<file path="config.mk">
export PLATFORM = sky130hd
export DESIGN_NAME = sensor_umidade
export DESIGN_NICKNAME = d
export VERILOG_FILES = /design/src/rtl/sensor_umidade.sv
export SDC_FILE = /design/constraint.sdc
export NUM_CORES = 1
export LEC_CHECK = 0
export CORE_AREA = 2 2 56 47
export CTS_BUF_LIST = sky130_fd_sc_hd__clkbuf_8
export DETAILED_ROUTE_END_ITERATION = 16
export DIE_AREA = 0 0 58 49
export PLACE_DENSITY = 0.79
export SKIP_LAST_GASP = 1
export SYNTH_ARGS = -nofsm -noshare
export SYNTH_HDL_FRONTEND = slang
export SYNTH_SLANG_ARGS = --single-unit
</file>
<file path="constraint.sdc">
create_clock -name clock -period 2.07 [get_ports clock]
set_input_delay 0.414 -clock clock [delete_from_list [all_inputs] [get_ports clock]]
set_output_delay 0.414 -clock clock [all_outputs]
set_load 0.02 [all_outputs]
</file>
<file path="src/rtl/sensor_umidade.sv">
// sensor_umidade: synchronise, debounce and decode three soil probes into a committed 2-bit level.
// Optional `SENSOR_ERR_CNT_EN adds erro_cnt, a saturating count of entries into FAULT.
module sensor_umidade #(
   parameter int DEB_CYCLES    = 4,
   parameter int STABLE_CYCLES = 8
) (
   input  logic       clock,
   input  logic       reset,
   input  logic [2:0] sonda,
   output logic [1:0] U,
   output logic       novo,
   output logic       valido,
`ifdef SENSOR_ERR_CNT_EN
   output logic [7:0] erro_cnt,
`endif
   output logic       erro
);
   localparam int DW = DEB_CYCLES > 1 ? $clog2(DEB_CYCLES) : 1;
   localparam int SW = STABLE_CYCLES > 1 ? $clog2(STABLE_CYCLES) : 1;
   localparam logic [DW-1:0] DMAX = DW'(DEB_CYCLES - 1);
   localparam logic [SW-1:0] SMAX = SW'(STABLE_CYCLES - 1);

   typedef enum logic [1:0] {INIT, RUN, FAULT} state_t;

   state_t          state_q, state_d;
   logic [2:0]      s1_q, s2_q, deb_q, deb_d, cand_q, cand_d;
   logic [DW-1:0]   dc_q [3];
   logic [DW-1:0]   dc_d [3];
   logic [SW-1:0]   sc_q, sc_d;
   logic [1:0]      u_q, u_d, lvl;
   logic            novo_q, novo_d, valido_q, valido_d, erro_q, erro_d;
   logic            commit, code_ok;

   always_comb begin
      deb_d = deb_q;
      for (int k = 0; k < 3; k++) begin
         dc_d[k] = '0;
         if (s2_q[k] != deb_q[k]) begin
            if (dc_q[k] == DMAX) deb_d[k] = s2_q[k];
            else dc_d[k] = dc_q[k] + 1'b1;
         end
      end
   end

   // sc saturates, so a stable code re-commits every cycle; the FSM makes that idempotent
   always_comb begin
      cand_d = cand_q;
      sc_d   = sc_q;
      commit = 1'b0;
      if (deb_q != cand_q) begin
         cand_d = deb_q;
         sc_d   = '0;
      end else if (sc_q == SMAX) commit = 1'b1;
      else sc_d = sc_q + 1'b1;
   end

   assign code_ok = cand_q inside {3'b000, 3'b001, 3'b011, 3'b111};
   assign lvl     = {cand_q[1], ^cand_q};

   always_comb begin
      state_d  = state_q;
      u_d      = u_q;
      novo_d   = 1'b0;
      valido_d = valido_q;
      erro_d   = erro_q;
      if (commit) begin
         if (!code_ok) begin
            state_d = FAULT;
            erro_d  = 1'b1;
         end else begin
            state_d  = RUN;
            erro_d   = 1'b0;
            valido_d = 1'b1;
            u_d      = lvl;
            novo_d   = (state_q == INIT) || (lvl != u_q);
         end
      end
   end

   always_ff @(posedge clock or negedge reset) begin
      if (!reset) begin
         s1_q     <= '0;
         s2_q     <= '0;
         deb_q    <= '0;
         cand_q   <= '0;
         sc_q     <= '0;
         for (int k = 0; k < 3; k++) dc_q[k] <= '0;
         state_q  <= INIT;
         u_q      <= '0;
         novo_q   <= 1'b0;
         valido_q <= 1'b0;
         erro_q   <= 1'b0;
      end else begin
         s1_q     <= sonda;
         s2_q     <= s1_q;
         deb_q    <= deb_d;
         cand_q   <= cand_d;
         sc_q     <= sc_d;
         for (int k = 0; k < 3; k++) dc_q[k] <= dc_d[k];
         state_q  <= state_d;
         u_q      <= u_d;
         novo_q   <= novo_d;
         valido_q <= valido_d;
         erro_q   <= erro_d;
      end
   end

`ifdef SENSOR_ERR_CNT_EN
   logic [7:0] cnt_q;

   always_ff @(posedge clock or negedge reset) begin
      if (!reset) cnt_q <= '0;
      else if (erro_d && !erro_q && cnt_q != 8'hFF) cnt_q <= cnt_q + 1'b1;
   end

   assign erro_cnt = cnt_q;
`endif

   assign U      = u_q;
   assign novo   = novo_q;
   assign valido = valido_q;
   assign erro   = erro_q;
endmodule
</file>
==> results of run 1 <==
-- power groups by stage --
stage | logic (W) | registers (W) | clock network, W
after detailed placement | 0.000463 | 0.000814 | 0
after CTS | 0.000473 | 0.000804 | 0.000320
final | 0.000464 | 0.000801 | 0.000304
after global routing | 0.000536 | 0.000828 | 0.000339
after global placement | 0.000452 | 0.000803 | 0
after floorplan | 0.000423 | 0.000778 | 0
-- layout make-up --
cell class / count / area [um^2]
fillers: 198 / 1060
clock buffers: 3 / 41.3
repair buffers: 10 / 97.6
well taps: 27 / 33.8
inverters: 1 / 3.75
flip-flops and latches: 27 / 676
multi-input cells: 48 / 397
clock inverters: 1 / 8.76
-- through the flow --
step           utilization (%)  hold slack (ps)
2_1_floorplan                -              118
3_3_place_gp              52.0              334
3_5_place_dp              52.0              338
4_1_cts                   54.1              365
5_1_grt                   54.1              368
6_report                  54.1              361
-- metal layers --
| metal | vias to the layer above | global-route usage [%] | part of all wire (%) |
|---|---|---|---|
| li1 | 285 | - | - |
| met1 | 284 | 15.0 | 45 |
| met2 | 12 | 20.3 | 48 |
| met3 | 2 | 5.57 | 6.0 |
| met4 | 0 | 3.49 | 0.74 |
| met5 | - | 0 | 0 |
-- Yosys cell counts --
cell	instances	share of area [%]
a21o_2	1	0.80
a21oi_1	2	0.91
and2b_2	1	0.80
and3_2	1	0.68
buf_6	1	1.0
clkbuf_1	3	1.0
dfrtp_1	27	62
ha_1	5	5.7
inv_1	1	0.34
mux2_2	3	3.1
mux2_4	1	1.4
mux2i_1	3	2.7
nand2_1	2	0.68
nand3_1	1	0.46
nand4_2	1	1.1
nor2_1	4	1.4
nor2_4	1	1.0
nor2b_1	3	1.7
nor3_1	3	1.4
o21a_1	2	1.4
o21ai_0	2	0.91
or2_2	1	0.57
xnor2_1	8	6.4
xnor2_2	1	1.5
xor2_1	2	1.6
-- cell usage in the layout (no fill, tap or decap) --
| cell type | n |
|---|---|
| a21o_2 | 1 |
| a21oi_1 | 2 |
| and2b_2 | 1 |
| and3_2 | 1 |
| buf_4 | 1 |
| clkbuf_8 | 3 |
| clkdlybuf4s50_1 | 9 |
| dfrtp_1 | 27 |
| ha_1 | 5 |
| inv_1 | 1 |
| inv_6 | 1 |
| mux2_2 | 3 |
| mux2_4 | 1 |
| mux2i_1 | 3 |
| nand2_1 | 2 |
| nand3_1 | 1 |
| nand4_2 | 1 |
| nor2_1 | 4 |
| nor2_4 | 1 |
| nor2b_1 | 3 |
| nor3_1 | 3 |
| o21a_1 | 2 |
| o21ai_0 | 2 |
| or2_2 | 1 |
| xnor2_1 | 8 |
| xnor2_2 | 1 |
| xor2_1 | 2 |
-- logic make-up after synthesis --
family,Yosys count
adder cells (fa/ha/maj),5
flip-flops,27
AO/OA/AOI/OAI,7
buffers and inverters,5
multiplexers,7
XOR/XNOR,11
AND/OR/NAND/NOR,18
-- how the worst max path moves through the flow --
stage          startpoint  endpoint  slack (ps)  cells after the start
6_report             U[0]      U[0]         350                      1
5_1_grt              U[0]      U[0]         290                      1
4_1_cts              U[0]      U[0]         340                      1
3_5_place_dp      sc_q[0]      U[1]         430                      5
3_3_place_gp      sc_q[0]      U[1]         500                      5
2_1_floorplan     sc_q[0]      U[1]         550                      5
-- sequential cells by signal, indices dropped and copies added, names as in the netlist --
name / flops
s2_q: 3
novo: 1
cand_q: 3
U: 2
dc_q: 6
state_q: 2
valido: 1
s1_q: 3
sc_q: 3
deb_q: 3
==> summary.txt, run 1 <==
Status
  – Status: finished clean

Drt
  – Post-route ant nets: 0
  – Via Count: 583
  – DRC: 0
  – Total iterations of the first detailed-routing run: 2
  – Vias per cell: 4.98
  – Routed len/inst: 11.6 um
  – DRT Wirelength: 1360 um
  – First DRT Iteration DRCs: 10

Placement
  – Final Wtd Congestion: 0.707
  – DP Worst Slack: 429 ps
  – Inst Count DP: 113
  – Detail Placement HPWL: 1010 um
  – Area after DPL: 0.00121 mm^2
  – Port-buffer cells: 9

Timing
  – Final hold violations: 0
  – Final setup TNS: 0 ps
  – # setup viols final: 0
  – Final slew viol count: 0
  – Clock skew: 0.993 ps
  – Least-Margin Pin Slew: 323 ps
  – Fmax achieved: 0.583 GHz
  – RSZ-0062 raised after global routing: no
  – Worst Slack Setup Final: 354 ps
  – Relative max-transition margin: 78.5%
  – Fin crit share: 82.9%
  – Final min period: 1720 ps

Critical path
  – Arrival time at the worst endpoint: 1300 ps
  – RR Startpoint: sc_q[0]
  – Critical path class: reg2out
  – Critical path endpoint category: output port
  – Worst R2R Path Depth: 5
  – Slowest stage delay, CP: 620 ps
  – Critical path required time: 1660 ps
  – Critical-path top delay cell: clkdlybuf4s50_1
  – Crit path cell chain: clkdlybuf4s50_1
  – Top delay family on crit path: buffers and inverters
  – Crit path max fanout: 4
  – Reg2reg end: U[1]
  – CP Buf/Inv Count: 1
  – Worst setup SP type: flip-flop
  – Internal reg-to-reg setup slack: 440 ps

CTS
  – Post-CTS resize count: 0
  – H-tree depth: 1
  – Number of buffers created by CTS: 3
  – Sink Count: 27
  – Clock tree buffer depth: 2
  – Clock transition at the registers of the reported paths: 90 ps
  – Clk_lat worst skew: 270 ps
  – Root Buffer: clkbuf_8
  – Hold buffers post-CTS: 0
  – Post-CTS Setup Inserts: 0
  – CTS tree: built

Pwr
  – Sequential power share: 51.1%
  – Cell Int Power: 0.00106 W
  – Psw: 0.000505 W
  – Power Density: 1250 mW/mm^2
  – Clock power frac: 19.4%
  – Sw frac: 32.2%
  – Total power: 0.00157 W
  – Max VDD drop: 963 uV
  – Combinational Power Share: 29.6%
  – LEAKAGE: 0.577 nW

Synthesis
  – Synth Instances: 80
  – Seq/Total Area, Yosys: 61.5%
  – Post-synthesis xor/xnor area fraction: 9.45%
  – Synth Area in Compound Gates: 3.99%
  – Post-Synth Simple-Gate Area: 9.79%
  – Adder-Cell Fraction of Synth Area: 5.69%
  – Mapped Area: 0.00110 mm^2
  – Syn_area_per_cell: 13.7 um^2
  – Post-synth cell types: 25
  – Yosys warns: 0
  – Largest family of logic cells by synthesized area: simple AND/OR/NAND/NOR gates
  – Mapped Nets: 90
  – Post-synthesis register bit count: 27
  – Mux cell area share after synthesis: 7.18%

Global routing
  – Pin count of the biggest net entering global routing: 28
  – GRT Overall Usage: 12.5%
  – First-pass GRT wire length: 2620 um
  – Vias in the first global route: 609
  – Grt total ovfl: 0
  – Initial antenna violation count: 0

Worst hold path
  – Hold Crit Class: reg2reg
  – Hold Path Cell Cnt: 0
  – Worst hold path startpoint: s1_q[2]
  – Endpoint of the worst hold path: s2_q[2]

Final layout
  – Final Instance Area: 0.00126 mm^2
  – Layout cells sized above 1: 17.8%
  – Area growth from synthesis to layout: 14.5%
  – Non-filler cells, final: 117
  – Antenna fix cells: 0
  – Fin nets: 101

Floorplanning
  – Initial core utilization: 47.3%
  – Chip Height: 49 um
  – I/O pin cnt: 10
  – Die ar.: 0.00284 mm^2
  – # rows: 16
  – Die width: 58 um
  – Total core area: 0.00232 mm^2

Job
  – # Max-Cap Violations: 0
Note: power is estimated with default switching activity, not from simulation.
==> run 2: changes to the inputs <==
Settings changed: PLACE_DENSITY 0.79 to 0.82.
Clock period 2.07 ns to 1.4 ns, I/O delays scaled along.
==> summary.txt, run 2 (synthesis gave the netlist of run 1 again) <==
Status
  – Status: finished clean (unchanged)

Critical path
  – Worst R2R Path Depth: 4 (was 5)
  – Worst setup SP type: flip-flop (unchanged)
  – Crit path max fanout: 4 (unchanged)
  – Critical path endpoint category: flip-flop (was output port)
  – Critical path required time: 1570 ps (was 1660 ps)
  – RR Startpoint: cand_q[2] (was sc_q[0])
  – Internal reg-to-reg setup slack: 30 ps (was 440 ps)
  – Reg2reg end: U[1] (unchanged)
  – Critical path class: reg2reg (was reg2out)
  – Arrival time at the worst endpoint: 1540 ps (was 1300 ps)

Job
  – # Max-Cap Violations: 0 (unchanged)

Timing
  – # setup viols final: 0 (unchanged)
  – Hold_ws: 360 ps (was 361 ps)
  – Final hold violations: 0 (unchanged)
  – Final slew viol count: 0 (unchanged)
  – RSZ-0062 raised after global routing: yes (was no)
  – Relative max-transition margin: 77.9% (was 78.5%)
  – Fin crit share: 98.1%
  – Final setup TNS: 0 ps (unchanged)
  – Final min period: 1370 ps
  – Least-Margin Pin Slew: 331 ps (was 323 ps)
  – Fmax achieved: 0.728 GHz
  – Clock skew: 4.27 ps (was 0.993 ps)

Floorplanning
  – I/O pin cnt: 10 (unchanged)
  – Die width: 58 um (unchanged)
  – Total core area: 0.00232 mm^2 (unchanged)
  – # rows: 16 (unchanged)
  – Chip Height: 49 um (unchanged)
  – Initial core utilization: 47.3% (unchanged)
  – Die ar.: 0.00284 mm^2 (unchanged)

Drt
  – DRC: 0 (unchanged)
  – First DRT Iteration DRCs: 10 (unchanged)
  – Via Count: 619 (was 583)
  – Post-route ant nets: 0 (unchanged)
  – DRT Wirelength: 1460 um (was 1360 um)
  – Total iterations of the first detailed-routing run: 2 (unchanged)
  – Vias per cell: 4.84 (was 4.98)
  – Routed len/inst: 11.4 um (was 11.6 um)

CTS
  – Clock tree buffer depth: 2 (unchanged)
  – H-tree depth: 1 (unchanged)
  – Number of buffers created by CTS: 3 (unchanged)
  – Clock transition at the registers of the reported paths: 90 ps (about the same)
  – Root Buffer: clkbuf_8 (unchanged)
  – Clk_lat worst skew: 280 ps (was 270 ps)
  – Sink Count: 27 (unchanged)
  – Hold buffers post-CTS: 0 (unchanged)
  – CTS tree: built (unchanged)

Placement
  – Area after DPL: 0.00132 mm^2 (was 0.00121 mm^2)
  – Port-buffer cells: 9 (unchanged)
  – Detail Placement HPWL: 1110 um (was 1010 um)
  – Final Wtd Congestion: 0.700 (was 0.707)
  – Inst Count DP: 121 (was 113)

Final layout
  – FILL cells: 184 (was 198)
  – Leading cell type in the layout, fill and taps excluded: dfrtp_1 (unchanged)
  – Biggest register: dc_q (unchanged)
  – Most frequent cells in the layout: dfrtp_1, buf_4, xnor2_1, dlygate4sd2_1 (was dfrtp_1, clkdlybuf4s50_1, xnor2_1, ha_1, nor2_1)
  – Max reg flops: 6 (unchanged)
  – Fin nets: 112 (was 101)
  – Area growth from synthesis to layout: 26.0% (was 14.5%)
  – Final Instance Area: 0.00138 mm^2 (was 0.00126 mm^2)
  – Non-filler cells, final: 128 (was 117)
  – Layout cells sized above 1: 30.7% (was 17.8%)
  – Antenna fix cells: 0 (unchanged)

Pwr
  – LEAKAGE: 0.656 nW (was 0.577 nW)
  – Max VDD drop: 1320 uV (was 963 uV)
  – Power Density: 1880 mW/mm^2 (was 1250 mW/mm^2)

Global routing
  – First-pass GRT wire length: 2750 um (was 2620 um)
  – GRT Overall Usage: 13.1% (was 12.5%)
  – Initial antenna violation count: 0 (unchanged)
  – Pin count of the biggest net entering global routing: 28 (unchanged)
  – Vias in the first global route: 648 (was 609)
  – Grt total ovfl: 0 (unchanged)

Worst hold path
  – Hold Crit Class: in2async (was reg2reg)
==> run 2: cell types whose count changed in the layout (fill, tap and decap cells not counted), sizes merged <==
cell / previous run / this run
buf: 1 / 12
dlygate4sd2: 0 / 5
clkdlybuf4s50: 9 / 4
==> run 2: per-layer routing <==
layer / routed length (um) / global-route usage (%)
met1: 628 / 15.7
met5: 0 / 0
met4: 16 / 3.49
met2: 724 / 21.6
met3: 93 / 5.57
==> run 2: where the power goes <==
| part | switching (W) | internal (W) |
|---|---|---|
| clock | 0.000251 | 0.000209 |
| sequential | 0.000164 | 0.000981 |
| combinational | 0.000428 | 0.000571 |
| total | 0.000842 | 0.00176 |
==> run 2: stage by stage <==
stage	worst slack, ps	total power (W)	utilization, %
2_1_floorplan	17.2	0.00191	-
3_3_place_gp	42.8	0.00211	56.6
3_5_place_dp	0.134	0.00216	56.6
4_1_cts	-6.29	0.00264	59.2
5_1_grt	-30.1	0.00280	59.6
6_report	27.2	0.00260	59.6
==> run 2: critical path, stage by stage, from the launching register on <==
cell     delay [ps]
dfrtp_1         430
xnor2_2         240
nand4_4         160
nor2_4          130
mux2_4          300
==> run 2: worst max-delay path by stage <==
stage               slack (ps)  cells past startpoint      start  endpoint
floorplan                   20                      4  cand_q[0]      U[1]
global route               -30                      4  cand_q[2]      U[1]
global placement            40                      4  cand_q[1]      U[1]
CTS                         -6                      4   deb_q[2]      U[1]
finish                      30                      4  cand_q[2]      U[1]
detailed placement         0.1                      4  cand_q[2]      U[1]
==> run 2: timing repair <==
item | in CTS | in global routing
hold endpoints to repair | 0 | 0
pin swaps | 2 | 2
endpoints found under the setup margin | 6 | 3
resized for setup | 5 | 1
setup buffers | 2 | 1
==> run 2: area by class of cell <==
cell class / instances / area (um^2) / area share, %
Timing Repair Buffer: 21 / 174 / 12.6
Clock buffer: 3 / 41.3 / 2.98
Clock inverter: 1 / 8.76 / 0.633
Sequential cell: 27 / 676 / 48.8
Inverter: 1 / 3.75 / 0.271
Multi-Input combinational cell: 48 / 447 / 32.3
Tap cell: 27 / 33.8 / 2.44
==> run 3: changes to the inputs <==
Settings changed: CORE_AREA 2 2 56 47 to 3 3 60 51, DIE_AREA 0 0 58 49 to 0 0 63 54, PLACE_DENSITY 0.82 to 0.75.
==> summary.txt, run 3 (synthesis gave the netlist of run 1 again) <==
CTS
  – Sink Count: 27 (unchanged)
  – H-tree depth: 1 (unchanged)
  – Number of buffers created by CTS: 3 (unchanged)
  – Root Buffer: clkbuf_8 (unchanged)
  – CTS tree: built (unchanged)
  – Clk_lat worst skew: 270 ps (was 280 ps)
  – Clock transition at the registers of the reported paths: 100 ps (was 90 ps)
  – Hold buffers post-CTS: 0 (unchanged)
  – Clock tree buffer depth: 2 (unchanged)

Global routing
  – Vias in the first global route: 631 (was 648)
  – Initial antenna violation count: 0 (unchanged)
  – GRT Overall Usage: 10.9% (was 13.1%)
  – Grt total ovfl: 0 (unchanged)
  – First-pass GRT wire length: 2730 um (was 2750 um)
  – Pin count of the biggest net entering global routing: 28 (unchanged)
  – Most Used Layer, Global Route: met2 (unchanged)
  – GR Util met3: 4.59% (was 5.57%)
  – Routing usage on met1: 12.0% (was 15.7%)
  – Met2 Usage GRT: 18.9% (was 21.6%)

Status
  – Status: finished clean (unchanged)

Placement
  – Detail Placement HPWL: 1170 um (was 1110 um)
  – Port-buffer cells: 9 (unchanged)
  – DP Worst Slack: -21.5 ps (was 0.134 ps)
  – Area after DPL: 0.00133 mm^2 (was 0.00132 mm^2)
  – Inst Count DP: 130 (was 121)
  – Final Wtd Congestion: 0.715 (was 0.700)

Timing
  – Worst Slack Setup Final: 12.7 ps (was 27.2 ps)
  – Final setup TNS: 0 ps (unchanged)
  – Fmax achieved: 0.721 GHz (was 0.728 GHz)
  – Least-Margin Pin Slew: 325 ps (was 331 ps)
  – Relative max-transition margin: 78.3% (was 77.9%)
  – Fin crit share: 99.1% (was 98.1%)
  – # setup viols final: 0 (unchanged)
  – RSZ-0062 raised after global routing: yes (unchanged)
  – Final hold violations: 0 (unchanged)
  – Final min period: 1390 ps (was 1370 ps)
  – Clock skew: 3.84 ps (was 4.27 ps)
  – Final slew viol count: 0 (unchanged)

Critical path
  – Critical path required time: 1570 ps (about the same)
  – Arrival time at the worst endpoint: 1560 ps (was 1540 ps)
  – Critical path endpoint category: flip-flop (unchanged)
  – Critical path class: reg2reg (unchanged)
  – Worst setup SP type: flip-flop (unchanged)
  – Crit path max fanout: 4 (unchanged)

Worst hold path
  – Hold Crit Class: in2async (unchanged)

Pwr
  – LEAKAGE: 0.646 nW (was 0.656 nW)
  – Max VDD drop: 932 uV (was 1320 uV)
  – Power Density: 1880 mW/mm^2 (about the same)

Final layout
  – Biggest register: dc_q (unchanged)
  – Leading cell type in the layout, fill and taps excluded: dfrtp_1 (unchanged)
  – Antenna fix cells: 0 (unchanged)
  – FILL cells: 206 (was 184)
  – Most frequent cells in the layout: dfrtp_1, buf_4, xnor2_1, dlygate4sd2_1 (unchanged)
  – Fin nets: 110 (was 112)
  – Area growth from synthesis to layout: 25.6% (was 26.0%)
  – Non-filler cells, final: 135 (was 128)
  – Layout cells sized above 1: 29.3% (was 30.7%)
  – Max reg flops: 6 (unchanged)
  – Final Instance Area: 0.00138 mm^2 (about the same)
  – Layout Utilization: 56.0% (was 59.6%)

Drt
  – Post-route ant nets: 0 (unchanged)
  – DRT Wirelength: 1550 um (was 1460 um)
  – First DRT Iteration DRCs: 14 (was 10)
  – Routed len/inst: 11.5 um (was 11.4 um)
  – Via Count: 617 (was 619)
  – Vias per cell: 4.57 (was 4.84)
  – DRC: 0 (unchanged)
  – Total iterations of the first detailed-routing run: 2 (unchanged)

Floorplanning
  – I/O pin cnt: 10 (unchanged)
  – # rows: 16 (unchanged)
  – Die ar.: 0.00340 mm^2 (was 0.00284 mm^2)
  – Chip Height: 54 um (was 49 um)
  – Initial core utilization: 44.6% (was 47.3%)
  – Total core area: 0.00246 mm^2 (was 0.00232 mm^2)
  – Die width: 63 um (was 58 um)

Job
  – # Max-Cap Violations: 0 (unchanged)
==> run 3: final cells by class <==
| type | count | area [um^2] | area share [%] |
|---|---|---|---|
| sequential | 27 | 676 | 49.0 |
| timing repair buffer | 19 | 159 | 11.5 |
| multi-input combinational | 48 | 447 | 32.4 |
| tap | 36 | 45.0 | 3.26 |
| inverter | 1 | 3.75 | 0.272 |
| clock buffer | 3 | 41.3 | 2.99 |
| clock inverter | 1 | 8.76 | 0.635 |
==> run 3: through the flow <==
step | hold slack [ps] | power [W]
6_report | 355 | 0.00259
3_3_place_gp | 334 | 0.00212
4_1_cts | 366 | 0.00263
3_5_place_dp | 343 | 0.00216
5_1_grt | 371 | 0.00278
2_1_floorplan | -15.6 | 0.00191
==> run 3: metal layers <==
layer	up-vias	wire length [um]
li1	302	-
met1	302	719
met2	11	725
met3	2	82
met4	0	19
met5	-	0
==> run 3: power breakdown <==
part           total [W]  leakage, nW  switching (W)  internal, W
registers        0.00115        0.338       0.000167     0.000981
logic           0.000983        0.282       0.000434     0.000549
clock network   0.000464       0.0261       0.000255     0.000209
==> run 3: repair_timing <==
| action | 4_1_cts | 5_1_grt |
|---|---|---|
| gates cloned | 0 | 0 |
| pin swaps | 2 | 2 |
| resized for setup | 6 | 0 |
| setup endpoints to repair | 6 | 2 |
| setup buffers | 1 | 0 |
==> run 3: worst max-delay path, cell delays in order, from the launching register on <==
cell and delay, ps:
dfrtp_1 380, ha_2 200, ha_4 150, nand4_4 100, nor2_4 150, mux2_4 300
==> run 3: path summary, 6_finish.rpt <==
check	depth (start not counted)	start	slack [ps]	end
worst max-delay path	5	sc_q[0]	10	U[1]
worst min-delay path	2	reset	360	sc_q[2]
worst max register to register	5	sc_q[0]	10	U[1]
worst min register to register	0	s1_q[2]	360	s2_q[2]
max in group asynchronous	2	reset	790	s2_q[2]
min in group clock	0	s1_q[2]	360	s2_q[2]
